File: src/rtl/display_scanner.sv
`default_nettype none
// ============================================================================
// Module   : display_scanner
// Brief    : Sequential binary-to-BCD converter feeding a 4-digit multiplexed
//            7-segment scanner with optional leading-zero blanking.
// Revision : 1.0
// ============================================================================
module display_scanner #(
  parameter int REFRESH_DIV = 100000,
  parameter bit BLANK_LZ    = 1'b1
) (
  input  logic        clk,
  input  logic        rst,
  input  logic        load,
  input  logic [13:0] value,
  output logic        busy,
  output logic [7:0]  digit_out,
  output logic [3:0]  anode
);

  localparam int                  c_pre_w     = (REFRESH_DIV > 2) ? $clog2(REFRESH_DIV) : 1;
  localparam logic [c_pre_w-1:0]  c_pre_last  = c_pre_w'(REFRESH_DIV - 1);
  localparam logic [3:0]          c_iter_last = 4'd13;
  localparam logic [13:0]         c_max_val   = 14'd9999;

  logic               r_busy;
  logic [3:0]         r_iter;
  logic [13:0]        r_bin;
  logic [15:0]        r_bcd;
  logic               r_ovf_cap;
  logic [15:0]        r_dig;
  logic               r_ovf;
  logic [c_pre_w-1:0] r_pre;
  logic [1:0]         r_idx;
  logic [3:0]         r_anode;
  logic [7:0]         r_dout;

  logic [14:0]        w_bcd_adj;
  logic [15:0]        w_bcd_next;
  logic               w_commit;
  logic               w_wrap;
  logic [1:0]         w_idx_next;
  logic [15:0]        w_dig_src;
  logic               w_ovf_src;
  logic [1:0]         w_msd;
  logic               w_blank;
  logic [3:0]         w_nibble;
  logic [3:0]         w_anode_next;
  logic [7:0]         w_dout_next;

  generate
    for (genvar g = 0; g < 3; g++) begin : g_adj
      assign w_bcd_adj[4*g +: 4] = (r_bcd[4*g +: 4] >= 4'd5) ? (r_bcd[4*g +: 4] + 4'd3)
                                                              : r_bcd[4*g +: 4];
    end
  endgenerate

  // Thousands nibble: its top bit is shifted out, so only the low three bits are kept.
  assign w_bcd_adj[14:12] = (r_bcd[15:12] >= 4'd5) ? (r_bcd[14:12] + 3'd3) : r_bcd[14:12];
  assign w_bcd_next       = {w_bcd_adj, r_bin[13]};

  assign w_commit   = r_busy && (r_iter == c_iter_last);
  assign w_wrap     = (r_pre == c_pre_last);
  assign w_idx_next = w_wrap ? (r_idx + 2'd1) : r_idx;

  // Output register is refreshed from the result being committed this cycle, if any.
  assign w_dig_src  = w_commit ? w_bcd_next : r_dig;
  assign w_ovf_src  = w_commit ? r_ovf_cap  : r_ovf;

  always_comb begin
    w_msd = 2'd0;
    for (int i = 1; i < 4; i++) begin
      if (w_dig_src[4*i +: 4] != 4'd0) w_msd = 2'(i);
    end
  end

  assign w_blank      = BLANK_LZ && !w_ovf_src && (w_idx_next > w_msd);
  assign w_nibble     = w_dig_src[{w_idx_next, 2'b00} +: 4];
  assign w_anode_next = w_blank ? 4'b1111 : ~(4'b0001 << w_idx_next);
  assign w_dout_next  = w_ovf_src ? 8'hFF : (w_blank ? 8'h00 : {4'h0, w_nibble});

  always_ff @(posedge clk or posedge rst) begin
    if (rst) begin
      r_busy    <= 1'b0;
      r_iter    <= 4'd0;
      r_bin     <= 14'd0;
      r_bcd     <= 16'd0;
      r_ovf_cap <= 1'b0;
      r_dig     <= 16'd0;
      r_ovf     <= 1'b0;
      r_pre     <= '0;
      r_idx     <= 2'd0;
      r_anode   <= 4'b1110;
      r_dout    <= 8'h00;
    end else begin
      r_pre <= w_wrap ? '0 : (r_pre + c_pre_w'(1));
      r_idx <= w_idx_next;
      if (w_wrap || w_commit) begin
        r_anode <= w_anode_next;
        r_dout  <= w_dout_next;
      end
      if (r_busy) begin
        r_bcd  <= w_bcd_next;
        r_bin  <= {r_bin[12:0], 1'b0};
        r_iter <= r_iter + 4'd1;
        if (w_commit) begin
          r_busy <= 1'b0;
          r_dig  <= w_bcd_next;
          r_ovf  <= r_ovf_cap;
        end
      end else if (load) begin
        r_bin     <= value;
        r_bcd     <= 16'd0;
        r_iter    <= 4'd0;
        r_ovf_cap <= (value > c_max_val);
        r_busy    <= 1'b1;
      end
    end
  end

  assign busy      = r_busy;
  assign anode     = r_anode;
  assign digit_out = r_dout;

endmodule
`default_nettype wire

File: config.mk
export PLATFORM = sky130hd
export DESIGN_NAME = display_scanner
export DESIGN_NICKNAME = d
export VERILOG_FILES = /design/src/rtl/display_scanner.sv
export SDC_FILE = /design/constraint.sdc
export NUM_CORES = 1
export LEC_CHECK = 0
export CORE_UTILIZATION = 40
export CTS_BUF_LIST = sky130_fd_sc_hd__clkbuf_4
export CTS_CLUSTER_SIZE = 8
export DETAILED_ROUTE_END_ITERATION = 12
export GPL_TIMING_DRIVEN = 1
export SYNTH_ARGS = -nofsm -noshare
export SYNTH_HDL_FRONTEND = slang
export SYNTH_SLANG_ARGS = --single-unit
File: constraint.sdc
create_clock -name clk -period 4.91 [get_ports clk]
set_input_delay 1.2275 -clock clk [delete_from_list [all_inputs] [get_ports clk]]
set_output_delay 1.2275 -clock clk [all_outputs]
set_load 0.01 [all_outputs]
==> metrics <==
Netlist cell types 61; Ys Warns 0; register area share after synthesis 46.6%; area share of the largest cell type after synthesis 44.8%; largest area contributor in the netlist dfrtp_1; fin cells 589; final instance area 4840 um^2; pin count of the biggest net entering global routing 39; ys flop type dfrtp_1; Vias 3154; Tightest Hold Check Type register to register; wire length per cell 15.3 um; xor-xnor portion of the synthesized cell area 4.39%; crit path max fanout 20; Mapped Nets 460; Remaining DRCs 0; CTS clk-pin slew, worst paths 0.12 ns; final worst path period share 64.9%; Least-Margin Pin Slew 0.891 ns; all-layer global routing usage 17.8%; FP Rows 37; Fin Setup TNS 0 ns; Rel. slew slack 40.5%; crit path DAT 3.52 ns; Post-Syn Area 4360 um^2; critical path data required time 5.24 ns; number of global-route vias before repair 3106; H-tree levels 3; switching power 1020 uW; unrepaired setup endpoints after global routing no; outcome complete, no violations; DP Area 4700 um^2; clock share of power 16.1%; hpwl dp 6280 um; first-pass GRT wire length 15800 um; ANT cells 0; startpoint types register; number of buffers created by CTS 9; buffers added on ports 29; First-pass DRT Iterations 4; area growth from synthesis to layout 11.1%; Worst VDD drop 0.188 mV; clk_lat worst skew 0.42 ns; CTS tree yes; CTS resizes 0; Initial Utilization 41.7%; count of pins over their slew limit 0; initial antenna violation count 0; sw frac 38.7%; hold buffer count at cts 0; Sink Count 81; Static Leak 0.00210 uW; asr flop ratio synth 100%; Final Wtd Congestion 0.841; simple-gate portion of the synthesized area 17.2%; Post-synth EDFFs 0; FF+latch count, synth 81; layout cell share with drive strength beyond 1 12.8%; Die H 106 um; final hold violations 0; Setup CP Type register to register; Routed Antenna Nets 0; clock buffer depth 2; internal power 1620 uW; Final setup viols 0; core area 10500 um^2; syn_area_per_cell 10.1 um^2; drt total wl 8990 um; Overflow after GRT 0; fmax 314 MHz; count leader, synth dfrtp_1; mux contribution to synthesized area 6.20%; die area 11300 um^2; Initial DRC Count 156; Worst Setup Slack, final 1.72 ns; I/O pins 30; Die X 106 um; largest family of logic cells by synthesized area simple AND/OR/NAND/NOR gates; Post-CTS Setup Inserts 0; Tmin final 3.19 ns; most frequent cells after synthesis dfrtp_1, nand2_1, nor2_1, o21ai_0, mux2i_1; combinational share of power 43.8%; Seq pwr share 40.0%; Crit. End Element register; # Max-Cap Violations 0; largest cells by area after synthesis dfrtp_1, mux2i_1, nand2_1; post-synthesis compound-gate area fraction 16.6%; PwrDens 544 nW/um^2; Placement Setup Slack 1.76 ns; Hold WS 0.496 ns; NumNets Final 479; post-DR vias/cell 5.35; Post-Syn Instances 430; root buf cell clkbuf_4; clock skew 0.0187 ns; Cells after DPL 574; Synth Area in Adders 3.73%
-- cell type report --
type	instances	area [um^2]
timing repair buffer	33	320
clock inverter	5	71.3
inverter	20	76.3
fill	1024	5620
clock buffer	10	75.1
sequential	81	2030
multi-input combinational	304	2100
tap	136	170
-- state kept, by name, summed over array words and instances, names as in the netlist --
register   cells
r_pre         17
r_bcd         16
r_dig         16
r_bin         14
digit_out      5
anode          4
r_iter         4
r_idx          2
busy           1
r_ovf          1
r_ovf_cap      1
-- worst max-delay path, stage by stage, from the launching register on --
cell and delay (ns):
dfrtp_1 0.43, inv_1 0.06, ha_1 0.31, and4_4 0.47, a31oi_4 0.14, or4_1 0.56, nor2_1 0.11, ha_1 0.25
a21oi_1 0.17, a211oi_2 0.07, or2_2 0.31, a22oi_1 0.19
-- layout by cell type, fill, tap and decap left out, types with 4 or more instances in the layout --
| master | n |
|---|---|
| o21ai_1 | 4 |
| a21oi_1 | 15 |
| ha_1 | 13 |
| clkbuf_4 | 10 |
| xnor2_1 | 13 |
| nor3_1 | 5 |
| xor2_1 | 7 |
| nand2_1 | 47 |
| o21ai_0 | 28 |
| and2_1 | 4 |
| or2_2 | 4 |
| a31o_2 | 11 |
| inv_1 | 18 |
| o31ai_1 | 7 |
| nor2_1 | 33 |
| or3b_2 | 5 |
| clkdlybuf4s50_1 | 29 |
| mux2i_1 | 21 |
| buf_4 | 4 |
| a41oi_1 | 5 |
| a31oi_1 | 7 |
| dfrtp_1 | 78 |
| a21o_1 | 4 |
| nand2b_1 | 4 |
| nand3_1 | 11 |
| nor2b_1 | 5 |
-- power groups by stage --
| stage | Combinational (uW) | Sequential, uW | Clock (uW) |
|---|---|---|---|
| 2_1_floorplan | 924 | 1010 | 0 |
| 3_3_place_gp | 1140 | 1060 | 0 |
| 3_5_place_dp | 1160 | 1070 | 0 |
| 4_1_cts | 1160 | 1050 | 439 |
| 5_1_grt | 1300 | 1090 | 471 |
| 6_report | 1150 | 1050 | 425 |
-- cell families after synthesis --
family	count (synthesis)
mux	25
buf+inv	45
xor+xnor	21
compound gates	102
flops	81
simple gates	143
fa+ha+maj	13
-- path summary, 6_finish.rpt --
check                           slack [ns]  cells past startpoint           end  startpoint
worst max-delay path                  1.72                     11  digit_out[2]   r_iter[1]
worst min-delay path                  0.50                      2     r_bin[13]   r_bin[12]
worst max register to register        1.72                     11  digit_out[2]   r_iter[1]
worst min register to register        0.50                      2     r_bin[13]   r_bin[12]
max in group asynchronous             2.94                      3      anode[3]         rst
min in group asynchronous             1.16                      2      r_bin[5]         rst
-- per-layer routing --
layer | vias up | global-route usage (%) | part of all wire, %
li1 | 1559 | - | -
met5 | - | 0 | 0
met4 | 0 | 6.45 | 1.1
met3 | 6 | 2.94 | 2.6
met2 | 46 | 27.3 | 47
met1 | 1543 | 25.3 | 49
-- through the flow --
step	util [%]	power, uW
2_1_floorplan	-	1940
3_3_place_gp	44.9	2200
3_5_place_dp	44.9	2220
4_1_cts	46.3	2660
5_1_grt	46.3	2860
6_report	46.3	2630
Note: power is estimated with default switching activity, not from simulation.
